### src/rtl/viol_reset_seq_if.sv
// Bus between the security monitors / reset handler and the violation reset
// sequencer. The master side raises reset requests and clears the cause
// register. The slave side (the sequencer) reports reset state and history.
interface viol_reset_seq_if #(
  parameter int N_SRC = 4,
  parameter int CNT_W = 8
);
  logic [N_SRC-1:0] viol_req;
  logic             cause_clr;
  logic             sys_rst;
  logic [N_SRC-1:0] viol_cause;
  logic [CNT_W-1:0] viol_count;
  logic             busy;

  modport master (
    output viol_req, cause_clr,
    input  sys_rst, viol_cause, viol_count, busy
  );

  modport slave (
    input  viol_req, cause_clr,
    output sys_rst, viol_cause, viol_count, busy
  );
endinterface

### src/rtl/viol_reset_seq.sv
// Violation reset sequencer.
// Merges the reset requests from the hardware security monitors into one
// registered PUC reset for the MSP430 core. The reset is held for a guaranteed
// minimum width, and stays asserted while any monitor still requests it.
// Which monitors fired is kept in a sticky cause register, and the number of
// distinct violation events is kept in a saturating counter. The reset
// handler reads both after the core comes out of reset.
module viol_reset_seq #(
  parameter int N_SRC      = 4,
  parameter int RST_CYCLES = 8,
  parameter int CNT_W      = 8
) (
  input logic             clk,
  input logic             reset_n,
  viol_reset_seq_if.slave bus
);

  localparam logic [1:0] IDLE   = 2'd0;
  localparam logic [1:0] ASSERT = 2'd1;
  localparam logic [1:0] HOLD   = 2'd2;

  localparam logic [7:0]       TIMER_INIT = 8'(RST_CYCLES - 1);
  localparam logic [CNT_W-1:0] CNT_MAX    = '1;

  logic [1:0]       state;
  logic [7:0]       timer;
  logic             sys_rst_q;
  logic [N_SRC-1:0] cause_q;
  logic [CNT_W-1:0] count_q;
  logic             any_req;

  assign any_req = |bus.viol_req;

  // Reset sequencing FSM. Out of reset_n the FSM starts in HOLD, so the core
  // cannot start running while a monitor is still requesting reset.
  always_ff @(posedge clk or negedge reset_n) begin
    if (!reset_n) begin
      state     <= HOLD;
      timer     <= 8'd0;
      sys_rst_q <= 1'b1;
    end else begin
      case (state)
        IDLE: begin
          if (any_req) begin
            state     <= ASSERT;
            timer     <= TIMER_INIT;
            sys_rst_q <= 1'b1;
          end else begin
            sys_rst_q <= 1'b0;
          end
        end
        ASSERT: begin
          if (timer == 8'd0) begin
            if (any_req) begin
              state     <= HOLD;
              sys_rst_q <= 1'b1;
            end else begin
              state     <= IDLE;
              sys_rst_q <= 1'b0;
            end
          end else begin
            timer     <= timer - 8'd1;
            sys_rst_q <= 1'b1;
          end
        end
        HOLD: begin
          if (!any_req) begin
            state     <= IDLE;
            sys_rst_q <= 1'b0;
          end else begin
            sys_rst_q <= 1'b1;
          end
        end
        default: begin
          state     <= HOLD;
          sys_rst_q <= 1'b1;
        end
      endcase
    end
  end

  // Sticky cause record. A request in the same cycle as a clear wins, so the
  // clear can never hide a new violation.
  always_ff @(posedge clk or negedge reset_n) begin
    if (!reset_n) begin
      cause_q <= '0;
    end else if (bus.cause_clr && (state == IDLE)) begin
      cause_q <= bus.viol_req;
    end else begin
      cause_q <= cause_q | bus.viol_req;
    end
  end

  // Event counter. Only an IDLE->ASSERT entry is a new event. It saturates
  // rather than wrapping.
  always_ff @(posedge clk or negedge reset_n) begin
    if (!reset_n) begin
      count_q <= '0;
    end else if ((state == IDLE) && any_req && (count_q != CNT_MAX)) begin
      count_q <= count_q + 1'b1;
    end
  end

  assign bus.sys_rst    = sys_rst_q;
  assign bus.viol_cause = cause_q;
  assign bus.viol_count = count_q;
  assign bus.busy       = (state != IDLE);

endmodule
### src/flat_wrapper.sv
// flat-port wrapper written by rule: the top's interface ports become plain ports
module viol_reset_seq_flat 
#(
  parameter int N_SRC      = 4,
  parameter int RST_CYCLES = 8,
  parameter int CNT_W      = 8
)
  (clk, reset_n, bus_viol_req, bus_cause_clr, bus_sys_rst, bus_viol_cause, bus_viol_count, bus_busy);
  viol_reset_seq_if #(.N_SRC(N_SRC), .CNT_W(CNT_W)) bus_i ();
  input logic clk;
  input logic reset_n;
  input wire logic [$bits(bus_i.viol_req)-1:0] bus_viol_req;
  input wire logic [$bits(bus_i.cause_clr)-1:0] bus_cause_clr;
  output wire logic [$bits(bus_i.sys_rst)-1:0] bus_sys_rst;
  output wire logic [$bits(bus_i.viol_cause)-1:0] bus_viol_cause;
  output wire logic [$bits(bus_i.viol_count)-1:0] bus_viol_count;
  output wire logic [$bits(bus_i.busy)-1:0] bus_busy;
  assign bus_i.viol_req = bus_viol_req;
  assign bus_i.cause_clr = bus_cause_clr;
  assign bus_sys_rst = bus_i.sys_rst;
  assign bus_viol_cause = bus_i.viol_cause;
  assign bus_viol_count = bus_i.viol_count;
  assign bus_busy = bus_i.busy;
  viol_reset_seq #(.N_SRC(N_SRC), .RST_CYCLES(RST_CYCLES), .CNT_W(CNT_W)) u_core (.clk(clk), .reset_n(reset_n), .bus(bus_i));
endmodule
### config.mk
export PLATFORM = sky130hd
export DESIGN_NAME = viol_reset_seq_flat
export DESIGN_NICKNAME = d
export VERILOG_FILES = /design/src/rtl/viol_reset_seq_if.sv /design/src/rtl/viol_reset_seq.sv /design/src/flat_wrapper.sv
export SDC_FILE = /design/constraint.sdc
export NUM_CORES = 1
export LEC_CHECK = 0
export CAP_MARGIN = 20
export CORE_AREA = 2 2 49 51
export CTS_CLUSTER_SIZE = 28
export DETAILED_ROUTE_END_ITERATION = 6
export DIE_AREA = 0 0 51 53
export GPL_ROUTABILITY_DRIVEN = 0
export PLACE_DENSITY = 0.86
export RECOVER_POWER = 100
export SLEW_MARGIN = 20
export SYNTH_ARGS = -nofsm -noshare
export SYNTH_HDL_FRONTEND = slang
export SYNTH_SLANG_ARGS = --single-unit
### constraint.sdc
create_clock -name clk -period 4.86 [get_ports clk]
set_clock_uncertainty 0.2 [all_clocks]
set_input_delay 1.215 -clock clk [delete_from_list [all_inputs] [get_ports clk]]
set_output_delay 1.215 -clock clk [all_outputs]
set_load 0.02 [all_outputs]
Word level (Yosys, flattened, before mapping) --
Index checks and enable logic that the tools add are counted.
Storage, ports and cells: register bits after elaboration 23, input port bits 7, output and inout port bits 14, word-level logic and storage cells 38
Cells by class: $add $sub $neg 2, eq/ne operators 7, muxes and demuxes 12, bitwise operators 1, reduce and logical (&&, ||, !) cells 11
Operators by type and width (number):
- $mux W8 | 2
- $pmux W8 S2 | 1
- $add A8 B1 Y8 const B | 1
- $logic_not A8 Y1 | 1
- $mux W2 | 4
- $ne A8 B8 Y1 const B | 1
- $sub A8 B1 Y8 const B | 1
- $pmux W2 S3 | 1
- $reduce_and A3 Y1 | 2
- $mux W4 | 1
- $ne A2 B1 Y1 const B | 2
- $ne A2 B2 Y1 const B | 2
- $or A4 B4 Y4 | 1
- $reduce_bool A2 Y1 | 2
- $reduce_or A4 Y1 | 1
- $logic_and A1 B1 Y1 | 3
- $eq A2 B1 Y1 const B | 1
- $eq A2 B2 Y1 const B | 1
- $logic_not A2 Y1 | 1
- $mux W1 | 2
- $pmux W1 S2 | 1
- $reduce_or A2 Y1 | 1

Logic depth before layout (Yosys ltp) --
depth in word-level cells 4, depth in mapped cells 6, mapped depth without buffers 6

Worst setup path before layout --
No wires, ideal clock.
path kind input-to-reg, start input port bus_viol_req[2], end register u_core.count_q[1] (netlist: u_core.bus.viol_count[1]), setup time 0.125 ns, data arrival time 2.300 ns, data required time 4.535 ns, slack 2.235 ns, stages on the path 3, path buffers 0, path through or4_1 o211ai_2 mux2_2
Between the ends: cells in the longest elaborated chain, start to end 3
Ends and longest elaborated chain:
- from (decl) | RTL line flat_wrapper.sv:12 | input wire logic [$bits(bus_i.viol_req)-1:0] bus_viol_req;
- $reduce_or A4 Y1 | RTL line viol_reset_seq.sv:32 | assign any_req = |bus.viol_req;
- $logic_and A1 B1 Y1 (2 in a row) | RTL line viol_reset_seq.sv:99 | end else if ((state == IDLE) && any_req && (count_q != CNT_MAX)) begin
- to (signal assigned) | RTL line viol_reset_seq.sv:100 | count_q <= count_q + 1'b1;
- to (decl) | RTL line viol_reset_seq.sv:29 | logic [CNT_W-1:0] count_q;
No other way between the ends. A chain may end at the register's enable or synchronous reset.

Final worst setup path --
start register u_core.state[1], end output port bus_busy
Between the ends: cells in the longest elaborated chain, start to end 1
Ends and longest elaborated chain:
- from (decl) | RTL line viol_reset_seq.sv:25 | logic [1:0] state;
- from (signal assigned) | RTL line viol_reset_seq.sv:38 | state <= HOLD;
- from (signal assigned) | RTL line viol_reset_seq.sv:45 | state <= ASSERT;
- from (signal assigned) | RTL line viol_reset_seq.sv:55 | state <= HOLD;
- $reduce_bool A2 Y1 | RTL line viol_reset_seq.sv:107 | assign bus.busy = (state != IDLE);
- to (decl) | RTL line flat_wrapper.sv:17 | output wire logic [$bits(bus_i.busy)-1:0] bus_busy;
No other way between the ends.

==> results <==
- Dividing the final minimum period by the clock period gives 65.1%.
- Setup repair after global routing left no endpoint under its margin.
- Yosys printed 0 warnings.
- Setup violations remaining at the end of the flow were counted as 0.
- Buffers added to address setup during post-CTS repair amount to 0.
- After filler insertion, the fill cell instance count of the layout stands at 165.
- The synthesized netlist cell count is 105.
- Summed over all layers, the routed wires come to 2210 µm.
- Measured in cells, the most critical reg-to-reg path has a length of 4.
- The mapped netlist covers 1100 µm².
- The number of clock sinks is 23.
- The worst slack after detailed placement is 1.72 ns.
- The die covers 2700 µm².
- The tree is rooted in a sky130_fd_sc_hd__clkbuf_4.
- For the pin with the worst max-slew slack, the measured transition is 1.19 ns.
- The area share of the leading cell type in the synthesized netlist is 47.6%.
- The critical register-to-register path endpoint is u_core.bus.viol_count[1]$_DFFE_PN0P_.
- The number of cells on the worst hold path is 1.
- When the netlist entered floorplanning its net count stood at 115.
- The number of port buffers is 20.
- The core region is 2150 µm².
- Relative to the synthesized area, the layout overhead comes to 22.8%.
- The max-capacitance violation count is 0.
- The clock-pin slew on the worst setup and hold paths is 0.13 ns.
- The number of hold violations in the final report is 0.
- The final cell utilization of the core is 63.1%.
- The critical path endpoint category is an output port.
- The reg-to-reg startpoint is u_core.bus.viol_count[0]$_DFFE_PN0P_.
- The overall track demand over capacity in global routing is 19.6%.
- The distinct cell type count of the synthesized netlist is 30.
- The floorplan has 17 rows.
- The share of the yosys chip area belonging to registers is 52.3%.
- VDD sags by at most 0.000350 V.
- The worst path needs 3.17 ns of the cycle, external delays included.
- Detailed routing inserted a total of 860 vias.
- The worst pin sits at a relative slew slack of 20.5%.
- The number of buffers added by the clock tree synthesis step is 3.
- The first-pass iteration count of the detailed router is 4.
- No sink is reached through more buffers than the 2 on the longest clock path.
- Data on the critical path is required at its endpoint by 3.44 ns.
- For this run, the top clock speed supported by timing is 0.316 GHz.
- The first-pass GRT wire length is 3910 µm.
- The number of levels the H-tree was split into is 1.
- Detailed placement finished with a half-perimeter wire length of 1590 µm.
- The number of cells upsized or downsized after cts is 0.
- The leakage power is 0.592 nW.
- The via count of the first global-routing pass came to 895.
- TritonCTS built the clock tree.
- The DRC violation total after the first TritonRoute iteration is 10.
- The data arrival time of the critical path is 1.75 ns.
- In this run the register-to-register setup slack is 2.77 ns.
- The class of the tightest hold or removal check is flop to flop.
- The final routed wire length divided by cell count is 14.1 µm.
- The worst hold path terminates at u_core.bus.viol_cause[1]$_DFF_PN0_.
- The flip-flop and latch count after synthesis is 23.
- The pin count of the biggest net entering global routing is 24.
- In this run the power density over the cells is 504 nW/µm².
- The number of antenna violations at the first check in global routing is 0.
- For the final routed database, the setup TNS stands at 0 ns.
- The worst setup path is launched from a flop.
- Of the cells placed in the final design, the portion with a size suffix greater than 1 is 10.9%.
- The die span in x is 51 µm.
- After layout, the worst setup slack is 1.69 ns.
- The count of nets left with antenna violations once routing finished came out at 0.
- Hold repair after CTS inserted 0 buffers.
- The initial utilization of the core area, before any placement, comes to 51.4%.
- Clock latency on the worst-skew pair, taken at its later pin, is 0.32 ns.
- The flow ran to the end, and the final reports show no timing, DRC or antenna violations.
- The total grt overflow is 0.
- The worst hold path begins at u_core.bus.viol_cause[1]$_DFF_PN0_.
- Using the TritonRoute via totals, the vias-per-cell ratio works out to 5.48.
- The vertical die dimension is 53 µm.
- The count of final max-slew check failures came to 0.
- Of all cell types, the one taking the most synthesized area is sky130_fd_sc_hd__dfrtp_1.
- The count of boundary I/O pins is 21.
- After detailed routing, the number of remaining DRC violations is 0.
- 0 antenna diodes ended up in the layout.
- The number of nets in the layout is 140.
- Along the worst path, the maximum fanout reaches 6.
- Sorting the synthesized cells by area gives the leading types as sky130_fd_sc_hd__dfrtp_1 48%, sky130_fd_sc_hd__dfstp_2 4.8%, sky130_fd_sc_hd__nand2_1 4.8%.
- The mean instance size in the synthesized netlist is 10.5 µm².
- The critical setup path kind is flop to output port.
## power breakdown
| group | switching, mW | total (mW) | leakage [nW] | internal (mW) |
|---|---|---|---|---|
| Clock | 0.0611 | 0.0919 | 0.0177 | 0.0309 |
| Combinational | 0.162 | 0.282 | 0.301 | 0.121 |
| Sequential | 0.0615 | 0.309 | 0.273 | 0.247 |
## registers in the layout, summed over array words and instances, names as in the netlist
signal                 flops
u_core.state               2
u_core.bus.viol_count      8
u_core.bus.sys_rst         1
u_core.bus.viol_cause      4
u_core.timer               8
## worst max-delay path by stage
| stage | from | to | slack (ns) | cells after the start |
|---|---|---|---|---|
| after detailed placement | bus_viol_req[2] | u_core.bus.viol_count[1]$_DFFE_PN0P_ | 1.72 | 4 |
| after global routing | u_core.state[0]$_DFFE_PN0P_ | bus_busy | 1.64 | 3 |
| final | u_core.state[1]$_DFFE_PN1P_ | bus_busy | 1.69 | 3 |
| after CTS | u_core.state[1]$_DFFE_PN1P_ | bus_busy | 1.75 | 3 |
| after floorplan | bus_viol_req[2] | u_core.bus.viol_count[1]$_DFFE_PN0P_ | 2.24 | 3 |
| after global placement | bus_viol_req[2] | u_core.bus.viol_count[1]$_DFFE_PN0P_ | 1.73 | 4 |
## Yosys cell counts
| cell type | number |
|---|---|
| sky130_fd_sc_hd__a21boi_0 | 1 |
| sky130_fd_sc_hd__a21o_1 | 4 |
| sky130_fd_sc_hd__a21oi_1 | 4 |
| sky130_fd_sc_hd__and2b_1 | 1 |
| sky130_fd_sc_hd__dfrtp_1 | 21 |
| sky130_fd_sc_hd__dfstp_2 | 2 |
| sky130_fd_sc_hd__ha_1 | 3 |
| sky130_fd_sc_hd__inv_1 | 5 |
| sky130_fd_sc_hd__mux2_2 | 3 |
| sky130_fd_sc_hd__mux2i_1 | 2 |
| sky130_fd_sc_hd__nand2_1 | 14 |
| sky130_fd_sc_hd__nand2b_1 | 2 |
| sky130_fd_sc_hd__nand3_1 | 3 |
| sky130_fd_sc_hd__nand4_1 | 3 |
| sky130_fd_sc_hd__nor2_1 | 5 |
| sky130_fd_sc_hd__nor3_1 | 4 |
| sky130_fd_sc_hd__nor3b_1 | 2 |
| sky130_fd_sc_hd__nor4_1 | 3 |
| sky130_fd_sc_hd__o211ai_2 | 2 |
| sky130_fd_sc_hd__o21ai_0 | 5 |
| sky130_fd_sc_hd__o21ai_1 | 1 |
| sky130_fd_sc_hd__o21ai_2 | 1 |
| sky130_fd_sc_hd__o31ai_1 | 1 |
| sky130_fd_sc_hd__or3_1 | 1 |
| sky130_fd_sc_hd__or3_2 | 1 |
| sky130_fd_sc_hd__or3b_2 | 1 |
| sky130_fd_sc_hd__or4_1 | 3 |
| sky130_fd_sc_hd__or4_4 | 1 |
| sky130_fd_sc_hd__xnor2_1 | 1 |
| sky130_fd_sc_hd__xor2_1 | 5 |
## routing by layer
| layer | wire, µm | GRT usage (%) | vias up |
|---|---|---|---|
| li1 | - | - | 422 |
| met5 | 0 | 0 | - |
| met2 | 1070 | 33.3 | 29 |
| met4 | 46 | 9.46 | 0 |
| met3 | 112 | 4.52 | 7 |
| met1 | 980 | 23.4 | 402 |
## through the flow
stage	area, µm²	total power, mW	std cells	hold slack [ns]
2_1_floorplan	1100	0.491	105	0.268
3_3_place_gp	1340	0.596	153	0.263
3_5_place_dp	1340	0.609	153	0.269
4_1_cts	1370	0.702	157	0.300
5_1_grt	1360	0.735	157	0.314
6_report	1360	0.683	157	0.289
## cell usage in the layout (no fill, tap or decap), types with 4 or more instances in the layout
cell                            count
sky130_fd_sc_hd__nand2_1           14
sky130_fd_sc_hd__xor2_1             5
sky130_fd_sc_hd__dfrtp_1           21
sky130_fd_sc_hd__inv_1              5
sky130_fd_sc_hd__nor2_1             5
sky130_fd_sc_hd__dlygate4sd3_1     16
sky130_fd_sc_hd__nor3_1             4
sky130_fd_sc_hd__o21ai_0            6
sky130_fd_sc_hd__a21o_1             4
sky130_fd_sc_hd__a21oi_1            4
## layout make-up
cell class / count / area, µm² / area share, %
clock buffers: 3 / 22.5 / 1.66
repair buffers: 20 / 194 / 14.3
multi-input cells: 77 / 503 / 37.1
inverters: 5 / 18.8 / 1.38
clock inverters: 1 / 5.00 / 0.369
well taps: 28 / 35.0 / 2.58
flip-flops and latches: 23 / 578 / 42.6
## critical path, cell delays in order (launching register included)
cell,delay (ns)
sky130_fd_sc_hd__dfstp_2,0.60
sky130_fd_sc_hd__nor2_1,0.10
sky130_fd_sc_hd__inv_1,0.06
sky130_fd_sc_hd__dlygate4sd3_1,0.67
## cell families after synthesis
| kind of cell | Yosys count | share of synthesized area, % |
|---|---|---|
| xor gates and xnor gates | 6 | 4.76 |
| buffers and inverters | 5 | 1.70 |
| AOI/OAI and AO/OA | 19 | 11.7 |
| muxes | 5 | 4.87 |
| and+or+nand+nor | 44 | 21.3 |
| DFF | 23 | 52.3 |
| adders and majority gates | 3 | 3.40 |
Note: power is estimated with default switching activity, not from simulation.
